[config.mk]
export PLATFORM = sky130hd
export DESIGN_NAME = spi_reg_slave
export DESIGN_NICKNAME = d
export VERILOG_FILES = /design/src/rtl/spi_reg_slave.sv
export SDC_FILE = /design/constraint.sdc
export NUM_CORES = 1
export LEC_CHECK = 0
export CORE_MARGIN = 10
export CORE_UTILIZATION = 50
export DETAILED_ROUTE_END_ITERATION = 7
export PLACE_DENSITY = 0.87
export SLEW_MARGIN = 15
export SYNTH_ARGS = -nofsm -noshare
export SYNTH_HDL_FRONTEND = slang
export SYNTH_SLANG_ARGS = --single-unit
[constraint.sdc]
create_clock -name clk -period 7.3 [get_ports clk]
set_input_delay 1.095 -clock clk [delete_from_list [all_inputs] [get_ports clk]]
set_output_delay 1.095 -clock clk [all_outputs]
set_load 0.05 [all_outputs]
[src/rtl/spi_reg_slave.sv]
// SPI mode-0 register slave. A 16-bit header (rw, width, addr) is followed by
// 8/16/32 data bits: shifted in and strobed out for writes, or fetched from the
// peripheral and shifted out on MISO for reads. SPI inputs are pre-synchronised.
module spi_reg_slave #(
   parameter int ADDR_W     = 6,
   parameter int REG_W      = 32,
   parameter int RD_TIMEOUT = 255
) (
   input  logic              clk,
   input  logic              rst,
   input  logic              spi_cs_n,
   input  logic              spi_clk,
   input  logic              spi_mosi,
   output logic              spi_miso,
   output logic [ADDR_W-1:0] reg_addr,
   output logic [REG_W-1:0]  reg_data_o,
   output logic              reg_data_o_dv,
   output logic              reg_addr_v,
   input  logic [REG_W-1:0]  reg_data_i,
   input  logic              reg_data_i_dv,
   output logic              reg_rw,
   output logic [1:0]        txn_width,
   output logic              rd_timeout
);
   localparam int TMO_W = $clog2(RD_TIMEOUT + 1);

   typedef enum logic [2:0] {IDLE, HDR, WDATA, RREQ, RDATA, DONE} state_t;

   state_t           state, state_nx;
   logic             sck_q, rise, fall;
   logic [5:0]       bit_cnt, nbits;
   logic [TMO_W-1:0] tmo_cnt;
   logic [REG_W-1:0] sh, sh_nx, wr_val, rd_cap;
   logic             hdr_last, data_last, tmo_hit;

   assign rise      = spi_clk & ~sck_q;
   assign fall      = ~spi_clk & sck_q;
   assign sh_nx     = {sh[REG_W-2:0], spi_mosi};
   assign hdr_last  = rise && (bit_cnt == 6'd15);
   assign data_last = rise && (bit_cnt == nbits - 6'd1);
   assign tmo_hit   = (tmo_cnt == TMO_W'(RD_TIMEOUT - 1));

   // MISO carries the head of the read shift register only while read data is
   // being returned; state reset clears it without needing a clock edge.
   assign spi_miso = (state == RDATA) & sh[REG_W-1];

   // Data bit count and lane extraction for the latched width (11 acts as word).
   always_comb begin
      nbits  = 6'(REG_W);
      wr_val = sh_nx;
      rd_cap = reg_data_i;
      case (txn_width)
         2'b00: begin
            nbits  = 6'd8;
            wr_val = {{(REG_W-8){1'b0}}, sh_nx[7:0]};
            rd_cap = {reg_data_i[7:0], {(REG_W-8){1'b0}}};
         end
         2'b01: begin
            nbits  = 6'd16;
            wr_val = {{(REG_W-16){1'b0}}, sh_nx[15:0]};
            rd_cap = {reg_data_i[15:0], {(REG_W-16){1'b0}}};
         end
         default: ;
      endcase
   end

   // State register.
   always_ff @(posedge clk or posedge rst) begin
      if (rst) state <= IDLE;
      else     state <= state_nx;
   end

   // Next-state: CS high aborts from anywhere; dv beats timeout on a tie.
   always_comb begin
      state_nx = state;
      if (spi_cs_n) state_nx = IDLE;
      else begin
         case (state)
            IDLE:    state_nx = HDR;
            HDR:     if (hdr_last) state_nx = sh_nx[15] ? WDATA : RREQ;
            WDATA:   if (data_last) state_nx = DONE;
            RREQ:    if (reg_data_i_dv || tmo_hit) state_nx = RDATA;
            RDATA:   if (data_last) state_nx = DONE;
            default: ;
         endcase
      end
   end

   // Datapath: SCK history, shifting, header latch, write strobe, read request.
   always_ff @(posedge clk or posedge rst) begin
      if (rst) begin
         sck_q         <= 1'b0;
         sh            <= '0;
         bit_cnt       <= '0;
         tmo_cnt       <= '0;
         reg_addr      <= '0;
         reg_data_o    <= '0;
         reg_data_o_dv <= 1'b0;
         reg_addr_v    <= 1'b0;
         reg_rw        <= 1'b0;
         txn_width     <= 2'b00;
         rd_timeout    <= 1'b0;
      end else begin
         sck_q         <= spi_clk;
         reg_data_o_dv <= 1'b0;
         if (spi_cs_n) begin
            reg_addr_v <= 1'b0;
         end else begin
            case (state)
               IDLE: begin
                  sh         <= '0;
                  bit_cnt    <= '0;
                  tmo_cnt    <= '0;
                  rd_timeout <= 1'b0;
               end
               HDR: if (rise) begin
                  sh <= sh_nx;
                  if (hdr_last) begin
                     reg_rw     <= sh_nx[15];
                     txn_width  <= sh_nx[9:8];
                     reg_addr   <= sh_nx[ADDR_W-1:0];
                     reg_addr_v <= ~sh_nx[15];
                     bit_cnt    <= '0;
                     tmo_cnt    <= '0;
                  end else begin
                     bit_cnt <= bit_cnt + 6'd1;
                  end
               end
               WDATA: if (rise) begin
                  sh      <= sh_nx;
                  bit_cnt <= bit_cnt + 6'd1;
                  if (data_last) begin
                     reg_data_o    <= wr_val;
                     reg_data_o_dv <= 1'b1;
                  end
               end
               RREQ: begin
                  if (reg_data_i_dv) begin
                     sh         <= rd_cap;
                     reg_addr_v <= 1'b0;
                  end else if (tmo_hit) begin
                     sh         <= '1;
                     reg_addr_v <= 1'b0;
                     rd_timeout <= 1'b1;
                  end else begin
                     tmo_cnt <= tmo_cnt + TMO_W'(1);
                  end
               end
               RDATA: begin
                  if (rise) bit_cnt <= bit_cnt + 6'd1;
                  // The header's trailing fall can land here on a fast dv; only
                  // advance after the host has sampled at least one data bit.
                  if (fall && bit_cnt != 6'd0) sh <= {sh[REG_W-2:0], 1'b0};
               end
               default: ;
            endcase
         end
      end
   end
endmodule

==> flow_results.org, run 1 <==
** Layout
- Leading cell type in the layout, fill and taps excluded :: dfrtp_1
- Commonest cells after routing, fill and taps aside :: 93 x dfrtp_1, 87 x nand2_1, 82 x clkdlybuf4s50_1
- From synthesis to final layout, the design area changed by 22.67%.
- Number of nets in the layout :: 636
- The post-route netlist has 9.015% of its cells at a drive strength greater than 1.
- The filler cells instantiated in the layout total 825.
- Cells fill 62.31% of the core in the end.
- Antenna diode count :: 0

** Global route
- Number of antenna violations at the first check in global routing :: 0
- The via count of the first global-routing pass was 4057.
- Global routing used 17.69% of the available tracks across all layers.
- Entering global routing, the biggest net connects 65 pins.
- First-pass GRT wire length :: 20.83 mm
- Final global-route overflow total :: 0

** Critical path
- In this design, the stage delay of the slowest critical-path cell is 810 ps.
- The worst setup path is captured at a primary output.
- Cell depth of the worst setup path :: 3
- The largest individual stage delay along the critical path comes from the cell clkdlybuf4s50_1.
- Endpoint required time on the critical path :: 6200 ps
- Along the worst path, the maximum fanout reaches 19.
- STA classifies the critical path startpoint as a register.
- STA puts the critical path data arrival time at 2380 ps.
- The critical path goes through nor2_1, and3_1, clkdlybuf4s50_1.
- In this design, the largest share of critical-path delay is due to buffers and inverters.
- Worst path bufs/invs :: 1
- The critical path is of the reg2out type.
- The worst register-to-register path has a depth of 4.

** Floorplanning
- The initial utilization of the core area, before any placement, comes to 50.79%.
- The core region is 9639 um2.
- From left edge to right edge, the die measures 119.0 um.
- Boundary Pins :: 83
- Die H :: 119.0 um
- After floorplanning, the core was divided into 36 placement rows.
- Area of the die :: 14150 um2

** Timing
- Setup repair after global routing left no endpoint under its margin.
- Hold Fails Final Rpt :: 0
- Worst setup skew after layout :: 13.27 ps
- Tmin final :: 3475 ps
- Final hold slack :: 493.3 ps
- The worst pin sits at a relative slew slack of 30.25%.
- Peak Freq :: 287.8 MHz
- The max-slew violation count came to 0.
- Sum of negative setup slack :: 0 ps
- Setup violations remaining at the end of the flow were counted as 0.
- Final worst-path cycle share :: 47.60%
- Worst-Margin Slew :: 1045 ps

** Logic synthesis
- Post-synthesis register bit count :: 94
- Count of flip-flops with a built-in enable after synthesis :: 0
- Synthesized instance count :: 535
- The mapped netlist covers 4896 um2.
- Synthesis produced a netlist with a net count of 577.
- For this run, the number of Yosys warnings is 0.
- Fraction of registers with async set/reset :: 100.0%
- Among all flip-flop cells after synthesis, the most frequent one is dfrtp_1.
- The average instance in the mapped netlist occupies 9.151 um2.
- Share of synthesized area occupied by flip-flops and latches :: 48.04%
- The number of different library cells used by synthesis comes to 50.

** Detailed routing
- The first routing iteration left 386 violations.
- Antenna-violating nets left :: 0
- TritonRoute pass-1 iters :: 5
- Dividing the detail-routed via count by the number of cells gives 5.631.
- Total routed wirelength :: 12.72 mm
- Via count :: 4122
- For this run, design rule violations remaining after detail routing come to 0.
- Average wire length per cell after detail routing :: 17.37 um

** Placed design
- The HPWL after detailed placement is 9.064 mm.
- At the end of routability-driven placement, the weighted congestion stood at 0.8631.
- Port buffer count :: 82

** Clock tree
- Count of hold buffers inserted by post-cts repair :: 0
- Number of sinks handled by clock tree synthesis :: 94
- Clock latency on the worst-skew pair :: 370 ps
- Post-cts repair resize count :: 0
- Post-CTS Setup Repair Bufs :: 0
- After clock tree synthesis, the clock-pin slew on the worst setup and hold paths is 90 ps.
- The tree is rooted in a clkbuf_8.
- The clock tree synthesis step divided the H-tree into 3 levels.
- Clock buffers created by TritonCTS :: 9
- No sink is reached through more buffers than the 2 on the longest clock path.
- Clock tree from TritonCTS :: yes

** Pwr
- Summed over all cells, the static leakage comes to 2.583 nW.
- Worst IR drop on VDD :: 0.1149 mV
- Power density of the placed cells :: 171.8 nW/um2

** Status
- Outcome :: finished, final reports clean

** Job
- The tool flagged a number of max-cap violations equal to 0.

** Hold path
- The tightest min-delay check is of the reg2reg type.
- Hold Path Cell Cnt :: 2
==> per-layer routing <==
layer / wire [um] / part of all wire, % / vias up / GRT usage (%)
li1: - / - / 1967 / -
met1: 5441 / 43 / 1976 / 21.91
met2: 6183 / 49 / 147 / 28.89
met3: 671 / 5.3 / 32 / 3.590
met4: 421 / 3.3 / 0 / 8.702
met5: 0 / 0 / - / 0
==> cells by family after synthesis <==
| logic type | count (synthesis) | share of synthesized area, % |
|---|---|---|
| xor+xnor | 3 | 0.5368 |
| simple gates | 140 | 13.19 |
| buf+inv | 80 | 6.594 |
| flops | 94 | 48.05 |
| mux | 54 | 11.65 |
| compound gates | 158 | 18.55 |
| fa+ha+maj | 6 | 1.431 |
==> per-stage QoR <==
stage          area (um2)  setup slack [ps]  total power [mW]  std cells
6_report             6006              3825             1.032        732
3_5_place_dp         5783              3693            0.6674        716
3_3_place_gp         5783              3751            0.6632        716
5_1_grt              6006              3735             1.071        732
4_1_cts              5998              3825             1.038        732
2_1_floorplan        4896              3756            0.6202        535
==> sequential cells by signal (all words and copies together) (netlist names) <==
signal         flops
reg_data_o        32
sh                32
tmo_cnt            8
bit_cnt            6
reg_addr           6
state              3
txn_width          2
rd_timeout         1
reg_addr_v         1
reg_data_o_dv      1
reg_rw             1
sck_q              1
==> worst paths after layout <==
path | from | to | slack (ps)
max in group asynchronous | rst | txn_width[1]$_DFFE_PP0P_ | 4990
setup / recovery | state[1]$_DFFE_PP0P_ | spi_miso | 3830
hold / removal | reg_data_o[27]$_DFFE_PP0P_ | reg_data_o[27]$_DFFE_PP0P_ | 490
min in group asynchronous | rst | reg_data_o[16]$_DFFE_PP0P_ | 1080
hold reg to reg | reg_data_o[27]$_DFFE_PP0P_ | reg_data_o[27]$_DFFE_PP0P_ | 490
setup reg to reg | txn_width[0]$_DFFE_PP0P_ | reg_data_o[0]$_DFFE_PP0P_ | 4520
==> power by group <==
part,internal (mW),switching [mW],leakage (nW)
registers,0.530,0.0111,1.30
logic,0.0496,0.0670,1.17
clock network,0.182,0.192,0.112
total,0.761,0.271,2.58
==> area by class of cell <==
cell class / instances / area, um2 / area share [%]
multi-input cells: 361 / 2257 / 37.58
clock buffers: 11 / 151.4 / 2.521
repair buffers: 87 / 858.3 / 14.29
clock inverters: 5 / 63.81 / 1.063
flip-flops and latches: 94 / 2354 / 39.19
inverters: 41 / 155.1 / 2.583
well taps: 133 / 166.4 / 2.771
==> synthesized netlist by cell type (all sizes together), types with 2 or more instances <==
master | instances | area [um2]
a22oi | 9 | 67.56
nand2 | 87 | 326.6
o31ai | 2 | 15.01
a22o | 3 | 26.28
buf | 15 | 78.83
nand3 | 11 | 60.06
a21oi | 71 | 355.3
a31oi | 3 | 18.77
o21bai | 2 | 15.01
a211oi | 2 | 15.01
o21ai | 53 | 287.8
or3b | 2 | 17.52
o41ai | 3 | 26.28
ha | 4 | 50.05
dfrtp | 94 | 2352
xor2 | 2 | 17.52
nor4 | 2 | 12.51
nor3 | 6 | 30.03
maj3 | 2 | 20.02
mux2i | 39 | 390.4
clkbuf | 24 | 90.09
and3 | 2 | 12.51
nand2b | 7 | 51.30
or3 | 3 | 18.77
inv | 41 | 153.9
o22ai | 3 | 18.77
mux2 | 15 | 180.2
nor2 | 11 | 41.29
or4 | 2 | 22.52
==> tightest hold or removal path, stage by stage, from the launching register on <==
cell	delay (ps)
dfrtp_1	350
nand2_1	40
o21ai_0	60
No activity file was read; power rests on OpenSTA's default activity.
==> run 2: changes to the inputs <==
==> constraint.sdc (replaced) <==
create_clock -name clk -period 3.5 [get_ports clk]
set_input_delay 0.525 -clock clk [delete_from_list [all_inputs] [get_ports clk]]
set_output_delay 0.525 -clock clk [all_outputs]
set_load 0.05 [all_outputs]
==> run 2 against run 1 <==
Net effect: cell area hardly changed; combinational power is 110% higher; clock power is 90% higher; wire length is 2.2% higher; first-iteration DRC count is 21% lower; setup slack worse by 3200 ps; non-clock buffer count is 2 higher; register-to-register slack worse by 3500 ps; clock skew is 1.4 ps higher; utilization hardly changed; critical path type unchanged; largest power group unchanged.
==> flow_results.org, run 2 (same netlist as run 1, synthesis figures left out) <==
** Global route
- Vias in the first global route :: 4257 (+4.9%)
- The first-pass GRT wire length is 21.23 mm (+1.9%).
- Global routing usage on met1 :: 21.00% (-0.91 points)
- The global-route track usage on met2 was 29.73% (+0.83 points).
- Number of antenna violations at the first check in global routing :: 0 (unchanged)
- The largest net degree at the start of global routing was 50 (-23%).
- GRT Util Overall :: 17.93% (+0.24 points)
- The met3 track demand over resource in global routing came to 4.015% (+0.43 points).
- The leftover overflow at the end of global routing was 0 (unchanged).
- Most Used Layer, Global Route :: met2

** Detailed routing
- The number of DRC markers after the initial detailed-route iteration was 305 (-21%).
- The number of detailed-route iterations in the first pass was 5 (unchanged).
- Vias per inst :: 5.659 (+0.50%)
- The final wirelength was 12.99 mm (+2.2%).
- The detailed-route DRC error count came to 0 (unchanged).
- Average wire length per cell after detail routing :: 17.70 um (+1.9%)
- Antenna-violating nets left :: 0 (unchanged)
- Via count :: 4154 (+0.78%)

** Critical path
- The arrival time at the worst endpoint was 2350 ps (-30 ps).
- Critical path launch point type :: register
- The setup path with the least slack is of type reg2out.
- The register-to-register setup slack is 1050 ps (-3470 ps).
- Startpoint of the worst-slack reg-to-reg timing path :: txn_width[0]$_DFFE_PP0P_
- The data required time at the worst endpoint is 2970 ps (-3230 ps).
- The worst register-to-register path ends at reg_data_o[22]$_DFFE_PP0P_.
- Maximum fanout along the worst path :: 19 (unchanged)
- Depth of the worst register-to-register path :: 6 (+2)
- Critical path capture point type :: primary output

** Clock tree
- H-tree depth reported by CTS :: 3 (unchanged)
- The count of hold buffers inserted by post-cts repair came to 0 (unchanged).
- Clock tree root driver cell :: clkbuf_8
- The maximum count of clock buffers along a single path came to 2 (unchanged).
- Clock latency on the worst-skew pair :: 380 ps (about the same)
- TritonCTS built the clock tree.
- The post-CTS setup-driven buffer insertion count was 0 (unchanged).
- The clock sink count was 94 (unchanged).
- The clock slew at the register clock pins of the worst setup and hold paths is 100 ps (about the same).
- The total of cells resized after clock tree synthesis came to 0 (unchanged).
- Clock buffers created by TritonCTS :: 9 (unchanged)

** Placed design
- The count of buffers inserted at the top-level ports was 82 (unchanged).
- The final weighted congestion of routability-driven global placement came to 0.9105 (+5.5%).
- The pre-CTS setup slack came to 751.6 ps (-2941 ps).
- Sum of net half-perimeters after detailed placement :: 9.313 mm (+2.7%)

** Layout
- In the layout the commonest cells are 93 x dfrtp_1, 87 x nand2_1, 82 x clkdlybuf4s50_1.
- The register cell area after layout is 2354 um2 (unchanged).
- Leaving out fill and tap cells, the most frequent cell in the layout is dfrtp_1.
- Largest registers :: reg_data_o: 32 flops, sh: 32 flops, tmo_cnt: 8 flops
- The layout overhead on the synthesized area came to 22.62% (about the same).
- The number of antenna diodes came to 0 (unchanged).
- The total area of multi-input combinational cells was 2250 um2 (-0.33%).
- The count of filler cells inserted in the layout is 805 (-2.4%).
- Number of nets in the layout :: 638 (+0.31%)
- Fraction of layout cells with a size suffix above 1 :: 9.318% (+0.30 points)

** Hold path
- Start point of the worst hold path :: reg_data_o[18]$_DFFE_PP0P_
- Sink of the worst hold path :: reg_data_o[18]$_DFFE_PP0P_
- The hold-critical path depth came to 2 (unchanged).
- The worst hold path belongs to the class reg2reg.

** Timing
- Setup repair after global routing left no endpoint under its margin.
- Number of max-slew violations in the final report :: 0 (unchanged)
- Sum of negative setup slack :: 0 ps (unchanged)
- Hold Fails Final Rpt :: 0 (unchanged)
- Worst setup skew after layout :: 14.67 ps (+1.406 ps)
- The post-layout worst setup margin was 621.3 ps (-3204 ps).
- Final hold slack :: 488.3 ps (-4.943 ps)
- Tmin final :: 2879 ps
- Based on the critical path, the design can be clocked at up to 347.4 MHz.
- Final setup violation count :: 0 (unchanged)
- The worst-case headroom to the max-slew limit was 43.96% (+14 points).
- Final worst-path cycle share :: 82.25%
- The transition at the pin with the smallest max-transition slack was 839.7 ps (-205.4 ps).

** Floorplanning
- The die span in x is 119.0 um (unchanged).
- Boundary Pins :: 83 (unchanged)
- Die H :: 119.0 um (unchanged)
- The number of standard-cell rows in the floorplan came to 36 (unchanged).
- Initial core utilization :: 50.79% (unchanged)
- The area of the core came to 9639 um2 (unchanged).
- Area of the die :: 14150 um2 (unchanged)

** Pwr
- The overall power after layout came to 2.083 mW (+100%).
- Power density of the placed cells :: 346.9 nW/um2 (+100%)
- Lkg Pwr :: 2.576 nW (-0.28%)
- Worst IR drop on VDD :: 0.2498 mV (+120%)

** Status
- The run finished with clean final reports.

** Job
- The max-cap check violation count is 0 (unchanged).
-- run 2: changes by cell type in the layout (fill, tap and decap cells not counted), sizes merged --
cell and change:
buf +2, inv -2, clkinv +1, bufinv -1, clkinvlp +2
-- run 2: worst max-delay path by stage --
stage	startpoint	to	depth (start not counted)
after detailed placement	spi_clk	reg_data_o[14]$_DFFE_PP0P_	7
after floorplan	rst	bit_cnt[0]$_DFFE_PP0P_	1
after CTS	state[1]$_DFFE_PP0P_	spi_miso	3
after global routing	state[1]$_DFFE_PP0P_	spi_miso	3
final	state[1]$_DFFE_PP0P_	spi_miso	3
after global placement	spi_clk	reg_addr[0]$_DFFE_PP0P_	5
-- run 2: metrics by stage --
| stage | util [%] | cell area [um2] | cells |
|---|---|---|---|
| 2_1_floorplan | - | 4896 | 535 |
| 3_3_place_gp | 60.28 | 5811 | 718 |
| 3_5_place_dp | 60.28 | 5811 | 718 |
| 4_1_cts | 62.28 | 6003 | 734 |
| 5_1_grt | 62.28 | 6003 | 734 |
| 6_report | 62.28 | 6003 | 734 |
-- run 2: final cells by class --
class | instances | area share, %
Clock buffer | 11 | 2.522
Clock inverter | 5 | 0.6878
Inverter | 41 | 2.584
Multi-Input combinational cell | 361 | 37.47
Sequential cell | 94 | 39.20
Tap cell | 133 | 2.772
Timing Repair Buffer | 89 | 14.76
-- run 2: layer usage --
| layer | vias up | wire length (um) |
|---|---|---|
| li1 | 1962 | - |
| met1 | 2004 | 5312 |
| met2 | 149 | 6438 |
| met3 | 39 | 780 |
| met4 | 0 | 464 |
| met5 | - | 0 |
-- run 2: critical path, cell delays in order (launching register included) --
cell,delay (ps)
dfrtp_1,610
nor2_1,360
and3_1,210
clkdlybuf4s50_1,800
-- run 2: where the power goes --
part	switching (mW)	internal, mW
Clock	0.407	0.302
Sequential	0.0275	1.11
Combinational	0.136	0.105
